## config.mk

```make
export PLATFORM = sky130hd
export DESIGN_NAME = baud_gen_frac
export DESIGN_NICKNAME = d
export VERILOG_FILES = /design/src/rtl/baud_pkg.sv /design/src/rtl/baud_frac_div.sv /design/src/rtl/baud_gen_frac.sv
export SDC_FILE = /design/constraint.sdc
export NUM_CORES = 1
export LEC_CHECK = 0
export CAP_MARGIN = 25
export CORE_ASPECT_RATIO = 0.5
export CORE_UTILIZATION = 50
export CTS_CLUSTER_SIZE = 28
export DETAILED_ROUTE_END_ITERATION = 6
export PLACE_DENSITY = 0.8
export SLEW_MARGIN = 30
export SYNTH_ARGS = -nofsm -noshare
export SYNTH_HDL_FRONTEND = slang
export SYNTH_SLANG_ARGS = --single-unit
```

## constraint.sdc

```tcl
create_clock -name clk -period 5.4 [get_ports clk]
set_input_delay 1.08 -clock clk [delete_from_list [all_inputs] [get_ports clk]]
set_output_delay 1.08 -clock clk [all_outputs]
set_load 0.005 [all_outputs]
```

## src/rtl/baud_pkg.sv

```systemverilog
// Shared defaults and sizing helpers for the fractional baud tick generator.
package baud_pkg;
   localparam int DEF_INT_WIDTH  = 16;
   localparam int DEF_FRAC_WIDTH = 4;
   localparam int DEF_OVS        = 16;
   localparam int DEF_DVSR_INT   = 27;
   localparam int DEF_DVSR_FRAC  = 2;

   localparam int DEF_HALF_IDX   = DEF_OVS / 2 - 1;

   function automatic int ovs_width(input int ovs);
      return (ovs <= 2) ? 1 : $clog2(ovs);
   endfunction

   function automatic int half_idx(input int ovs);
      return ovs / 2 - 1;
   endfunction
endpackage

```

## src/rtl/baud_frac_div.sv

```systemverilog
// Fractional divider: integer counter plus fractional accumulator with a shadowed divisor.
// term is a combinational strobe on the last enabled cycle of each oversample period.
module baud_frac_div
   import baud_pkg::*;
#(
   parameter int INT_WIDTH  = DEF_INT_WIDTH,
   parameter int FRAC_WIDTH = DEF_FRAC_WIDTH,
   parameter int DEF_INT    = DEF_DVSR_INT,
   parameter int DEF_FRAC   = DEF_DVSR_FRAC
) (
   input  logic                  clk,
   input  logic                  reset,
   input  logic                  en,
   input  logic                  resync,
   input  logic [INT_WIDTH-1:0]  dvsr_int,
   input  logic [FRAC_WIDTH-1:0] dvsr_frac,
   input  logic                  dvsr_load,
   output logic                  term,
   output logic                  load_pending
);
   logic [INT_WIDTH-1:0]  cnt;
   logic [INT_WIDTH-1:0]  cur_int;
   logic [INT_WIDTH-1:0]  shadow_int;
   logic [INT_WIDTH-1:0]  eff_int;
   logic [INT_WIDTH-1:0]  limit;
   logic [INT_WIDTH-1:0]  next_int;
   logic [FRAC_WIDTH-1:0] acc;
   logic [FRAC_WIDTH-1:0] cur_frac;
   logic [FRAC_WIDTH-1:0] shadow_frac;
   logic [FRAC_WIDTH-1:0] next_frac;
   logic [FRAC_WIDTH:0]   sum;
   logic                  ext;
   logic                  pending;
   logic                  apply_now;
   logic                  apply_load;

   always_comb begin
      eff_int    = (cur_int == '0) ? INT_WIDTH'(1) : cur_int;
      // ext stretches this period by one cycle when the accumulator carried last time
      limit      = eff_int - INT_WIDTH'(1) + INT_WIDTH'(ext);
      term       = en && !resync && (cnt == limit);
      apply_now  = resync || !en || term;
      apply_load = apply_now && (dvsr_load || pending);
      // a load landing on an apply cycle bypasses the shadow
      next_int   = dvsr_load ? dvsr_int  : shadow_int;
      next_frac  = dvsr_load ? dvsr_frac : shadow_frac;
      sum        = {1'b0, acc} + {1'b0, cur_frac};
   end

   always_ff @(posedge clk) begin
      if (reset) begin
         cnt         <= '0;
         acc         <= '0;
         ext         <= 1'b0;
         cur_int     <= INT_WIDTH'(DEF_INT);
         cur_frac    <= FRAC_WIDTH'(DEF_FRAC);
         shadow_int  <= INT_WIDTH'(DEF_INT);
         shadow_frac <= FRAC_WIDTH'(DEF_FRAC);
         pending     <= 1'b0;
      end else begin
         if (resync || term)
            cnt <= '0;
         else if (en)
            cnt <= cnt + INT_WIDTH'(1);

         if (apply_load) begin
            cur_int  <= next_int;
            cur_frac <= next_frac;
            acc      <= '0;
            ext      <= 1'b0;
         end else if (resync) begin
            acc <= '0;
            ext <= 1'b0;
         end else if (term) begin
            ext <= sum[FRAC_WIDTH];
            acc <= sum[FRAC_WIDTH-1:0];
         end

         if (apply_now)
            pending <= 1'b0;
         else if (dvsr_load)
            pending <= 1'b1;

         if (dvsr_load) begin
            shadow_int  <= dvsr_int;
            shadow_frac <= dvsr_frac;
         end
      end
   end

   assign load_pending = pending;
endmodule

```

## src/rtl/baud_gen_frac.sv

```systemverilog
// Fractional baud tick generator: oversample, mid-bit and bit tick pulses, all registered.
// Ticks appear the cycle after the divider's terminal cycle; resync and en=0 suppress them.
module baud_gen_frac
   import baud_pkg::*;
#(
   parameter int INT_WIDTH  = DEF_INT_WIDTH,
   parameter int FRAC_WIDTH = DEF_FRAC_WIDTH,
   parameter int OVS        = DEF_OVS,
   parameter int DEF_INT    = DEF_DVSR_INT,
   parameter int DEF_FRAC   = DEF_DVSR_FRAC
) (
   input  logic                  clk,
   input  logic                  reset,
   input  logic                  en,
   input  logic                  resync,
   input  logic [INT_WIDTH-1:0]  dvsr_int,
   input  logic [FRAC_WIDTH-1:0] dvsr_frac,
   input  logic                  dvsr_load,
   output logic                  load_pending,
   output logic                  s_tick,
   output logic                  h_tick,
   output logic                  b_tick
);
   localparam int                   OVS_WIDTH = ovs_width(OVS);
   localparam logic [OVS_WIDTH-1:0] HALF      = OVS_WIDTH'(half_idx(OVS));
   localparam logic [OVS_WIDTH-1:0] LAST      = OVS_WIDTH'(OVS - 1);

   logic                 term;
   logic [OVS_WIDTH-1:0] os_cnt;

   baud_frac_div #(
      .INT_WIDTH  (INT_WIDTH),
      .FRAC_WIDTH (FRAC_WIDTH),
      .DEF_INT    (DEF_INT),
      .DEF_FRAC   (DEF_FRAC)
   ) u_div (
      .clk          (clk),
      .reset        (reset),
      .en           (en),
      .resync       (resync),
      .dvsr_int     (dvsr_int),
      .dvsr_frac    (dvsr_frac),
      .dvsr_load    (dvsr_load),
      .term         (term),
      .load_pending (load_pending)
   );

   always_ff @(posedge clk) begin
      if (reset) begin
         os_cnt <= '0;
         s_tick <= 1'b0;
         h_tick <= 1'b0;
         b_tick <= 1'b0;
      end else begin
         // term is already masked by resync and en inside the divider
         s_tick <= term;
         h_tick <= term && (os_cnt == HALF);
         b_tick <= term && (os_cnt == LAST);
         if (resync)
            os_cnt <= '0;
         else if (term)
            os_cnt <= (os_cnt == LAST) ? '0 : os_cnt + OVS_WIDTH'(1);
      end
   end
endmodule
```

==> results <==
- The synthesized instance count is 360.
- The H-tree was split into 3 levels.
- At the later pin of the worst-skew pair, clock insertion delay measures 0.33 ns.
- Across all hold checks on the routed design, the worst slack comes to 0.5183 ns.
- The setup TNS after final layout is 0 ns.
- Cells fill 61.81% of the core in the end.
- The path class of the tightest hold or removal check is flip-flop to flip-flop.
- Buffers inserted to repair hold after CTS numbered 0.
- The main combinational cell family by area after synthesis is simple AND/OR/NAND/NOR gates.
- The post-CTS setup-driven buffer insertion count is 0.
- The synthesized-area fraction occupied by ao, oa, aoi and oai cells is 6.341%.
- In this run the critical register-to-register path is captured at u_div.cnt[2]$_SDFFE_PP0P_.
- Counting instances, the worst hold path has a depth of 2.
- The flow ran to the end, and the final reports show no timing, DRC or antenna violations.
- The synthesized netlist occupies a cell area of 3591 um2.
- The number of hold-slack violations in the final timing report is 0.
- The sum of routed wire length over all layers is 7.815 mm.
- STA classifies the critical path startpoint as a flip-flop.
- The final clock skew is 0.004875 ns.
- Setup repair after global routing left no endpoint under its margin.
- The required arrival time at the worst endpoint is 5.58 ns.
- Of all nets on the critical path, the largest fanout is 16.
- For this design, the sink count on the clock tree is 69.
- The CTS buffer count is 9.
- The last weighted congestion value of the routability-driven placer is 0.9004.
- The area fraction in and, or, nand and nor cells after synthesis is 23.52%.
- Of the cells placed in the final design, the portion with a size suffix greater than 1 is 15.46%.
- The mean area per synthesized cell is 9.975 um2.
- The die covers 7546 um2.
- For the pin with the worst max-slew slack, the measured transition is 0.9029 ns.
- The Yosys step of the flow raised 0 warnings.
- For this block, the initial DRC count from the detailed router was 182.
- Counting cells, the worst reg-to-reg path comes to 13.
- The relative slew slack is 39.67%.
- After Yosys synthesis, full adders, half adders and majority gates account for 3.345% of the synthesized area.
- Yosys attributes the largest share of cell area to sky130_fd_sc_hd__dfxtp_1, sky130_fd_sc_hd__mux2i_1, sky130_fd_sc_hd__mux2_4, sky130_fd_sc_hd__xor2_1, sky130_fd_sc_hd__nor2_1.
- The total chip power is 1.303 mW.
- The flop and latch count out of synthesis is 69.
- After detailed routing, the average wire length per cell comes to 16.28 um.
- The net count after synthesis is 394.
- The number of max-cap violations is 0.
- The number of antenna diodes in the final layout is 0.
- The starting density of the core is 52.77%.
- During placement, the flow inserted port buffers numbering 28.
- In the routed design, unresolved DRC markers number 0.
- Global routing used 22.35% of the available tracks.
- The total power per unit cell area is 309.6 nW/um2.
- TritonCTS built the clock tree.
- The xor-xnor portion of the synthesized cell area is 9.477%.
- The worst min-delay path startpoint is u_div.shadow_int[9]$_SDFF_PP0_.
- The library cell occupying the most area in the post-synthesis netlist is sky130_fd_sc_hd__dfxtp_1.
- Counting flops with a built-in enable in the synthesized netlist gives 0.
- Excluding fillers, the count of instances in the completed layout stands at 480.
- The type of element capturing the critical path is a flip-flop.
- Yosys mapped the design onto 60 distinct sky130hd cell types.
- The instance count after placement with tap cells included is 465.
- The proportion of synthesized flip-flops having asynchronous set or reset is 0%.
- The share of the synthesized area in the top cell type is 38.47%.
- The number of cell rows is 21.
- Based on the critical path, the design can be clocked at up to 224.0 MHz.
- The worst register-to-register path begins at u_div.cur_int[4]$_SDFFE_PP1P_.
- The maximum number of pins on one net before global-route repair is 46.
- For this run the aggregate overflow at the end of global routing stands at 0.
- The critical path is of the flip-flop to flip-flop type.
- The layout overhead on the synthesized area is 17.14%.
- Setup violations remaining at the end of the flow were counted as 0.
- The worst-case hold path end point is u_div.shadow_int[9]$_SDFF_PP0_.
- The count of nets left with antenna violations once routing finished came out at 0.
- The data arrival time at the worst-slack endpoint is 4.65 ns.
- The count of cells resized by post-cts repair is 0.
- The net count of the finished layout is 418.
- The width of the chip is 121.9 um.
- In this run the count of I/O pins placed on the die edge is 29.
- The clock passes through at most 2 buffers.
- The time the worst path needs with I/O delays and setup is 4.465 ns.
- The flip-flop cell with the highest count after synthesis is sky130_fd_sc_hd__dfxtp_1.
- Yosys instantiated no cell more often than sky130_fd_sc_hd__dfxtp_1.
- After synthesis, the share of cell area in mux cells is 14.84%.
- The reg2reg setup slack is 0.93 ns.
- The leakage component of the power is 1.686 nW.
- The first global-routing pass estimated 12.34 mm of wire.
- The initial antenna violation count was 0.
- From bottom edge to top edge, the die measures 61.93 um.
- Detailed routing inserted a total of 2652 vias.
- The number of iterations in the first detailed-routing pass is 4.
- Across the VDD grid, the largest voltage drop is 0.0001745 V.
- The worst path uses 82.69% of the clock period.
- The root cell of the clock tree is sky130_fd_sc_hd__clkbuf_16.
- The number of pins exceeding their max-slew limit in the final report is 0.
- The sequential-to-total area share from yosys stat is 38.47%.
- The number of global-route vias before repair is 2560.
- The detailed-route vias per instance is 5.525.
- Clock-pin slew was measured on the worst setup and hold paths at 0.05 ns.
- The area of the core region is 6805 um2.
- Detailed placement ended at an HPWL of 5.617 mm.
- Sorting the synthesized cells by how often they occur yields sky130_fd_sc_hd__dfxtp_1, sky130_fd_sc_hd__nor2_1, sky130_fd_sc_hd__mux2i_1, sky130_fd_sc_hd__nor2b_1, sky130_fd_sc_hd__xor2_1.
[cells by family (layout without fill, tap and decap cells)]
family / Yosys count / after routing
buffers and inverters: 25 / 53
and+or+nand+nor: 144 / 144
adders and majority gates: 9 / 9
xor gates and xnor gates: 38 / 38
muxes: 45 / 45
DFF: 69 / 69
AOI/OAI and AO/OA: 30 / 30
[critical path, cell delays in order (launching register included)]
cell and delay (ns):
sky130_fd_sc_hd__dfxtp_1 0.36, sky130_fd_sc_hd__nor3_2 0.63, sky130_fd_sc_hd__and3_1 0.28, sky130_fd_sc_hd__a31oi_1 0.10
sky130_fd_sc_hd__ha_1 0.23, sky130_fd_sc_hd__ha_1 0.23, sky130_fd_sc_hd__nor3b_4 0.20, sky130_fd_sc_hd__a31o_2 0.27
sky130_fd_sc_hd__a32oi_1 0.19, sky130_fd_sc_hd__mux2i_1 0.15, sky130_fd_sc_hd__nor4_1 0.32, sky130_fd_sc_hd__nand3_1 0.49
sky130_fd_sc_hd__nand2b_1 0.72, sky130_fd_sc_hd__nor2_1 0.13
[final cells by class]
cell class | instances | area, um2
Clock inverter | 4 | 72.57
Multi-Input combinational cell | 266 | 2066
Clock buffer | 11 | 242.7
Timing Repair Buffer | 31 | 302.8
Tap cell | 92 | 115.1
Inverter | 7 | 26.28
Sequential cell | 69 | 1381
Fill cell | 552 | 2599
[metrics by stage]
| step | cell area [um2] | setup WS, ns |
|---|---|---|
| after global placement | 3891 | 1.142 |
| after detailed placement | 3891 | 0.9761 |
| final | 4207 | 0.9347 |
| after global routing | 4207 | 0.5819 |
| after floorplan | 3591 | 1.871 |
| after CTS | 4207 | 0.9766 |
[cell usage in the layout, fill, tap and decap left out, types with 4 or more instances in the layout]
master,Yosys,routed
sky130_fd_sc_hd__clkbuf_16,0,9
sky130_fd_sc_hd__a211o_1,6,6
sky130_fd_sc_hd__and3_1,6,6
sky130_fd_sc_hd__inv_1,7,7
sky130_fd_sc_hd__nand2_1,11,11
sky130_fd_sc_hd__nor2b_1,21,21
sky130_fd_sc_hd__mux2_4,15,15
sky130_fd_sc_hd__xnor2_1,17,17
sky130_fd_sc_hd__mux2_2,5,5
sky130_fd_sc_hd__or2_2,6,6
sky130_fd_sc_hd__dfxtp_1,69,69
sky130_fd_sc_hd__nor3_2,4,4
sky130_fd_sc_hd__nand3_1,8,8
sky130_fd_sc_hd__xor2_1,20,20
sky130_fd_sc_hd__a21oi_1,7,7
sky130_fd_sc_hd__nor3_1,6,6
sky130_fd_sc_hd__mux2i_1,24,24
sky130_fd_sc_hd__nor4_1,9,9
sky130_fd_sc_hd__nand4_1,9,9
sky130_fd_sc_hd__nor2_1,40,40
sky130_fd_sc_hd__clkdlybuf4s50_1,0,28
sky130_fd_sc_hd__ha_1,8,8
[flip-flops by register name (all words and copies together) (netlist names)]
signal              count
u_div.acc               4
u_div.load_pending      1
b_tick                  1
u_div.shadow_frac       4
h_tick                  1
u_div.ext               1
u_div.cnt              16
u_div.shadow_int       16
s_tick                  1
u_div.cur_frac          4
os_cnt                  4
u_div.cur_int          16
[layer usage]
| layer | up-vias | wire [um] | track usage (%) |
|---|---|---|---|
| met3 | 9 | 440 | 5.474 |
| li1 | 1313 | - | - |
| met1 | 1263 | 3793 | 28.58 |
| met5 | - | 0 | 0 |
| met4 | 0 | 93 | 7.407 |
| met2 | 67 | 3487 | 38.01 |
[power by group]
group | internal [mW] | switching [mW]
logic | 0.0683 | 0.0637
clock network | 0.413 | 0.209
registers | 0.529 | 0.0195
total | 1.01 | 0.292
[worst max path at each step]
stage / to / from / slack [ns]
finish: u_div.cnt[2]$_SDFFE_PP0P_ / u_div.cur_int[4]$_SDFFE_PP1P_ / 0.93
global route: u_div.cnt[7]$_SDFFE_PP0P_ / u_div.cur_int[4]$_SDFFE_PP1P_ / 0.58
CTS: u_div.cnt[2]$_SDFFE_PP0P_ / u_div.cur_int[4]$_SDFFE_PP1P_ / 0.98
detailed placement: u_div.cur_int[2]$_SDFFE_PP0P_ / u_div.cur_int[4]$_SDFFE_PP1P_ / 0.98
global placement: u_div.cur_int[4]$_SDFFE_PP1P_ / u_div.cur_int[4]$_SDFFE_PP1P_ / 1.14
floorplan: u_div.cur_int[10]$_SDFFE_PP0P_ / u_div.cur_int[7]$_SDFFE_PP0P_ / 1.87
(Power assumes the default switching activity.)
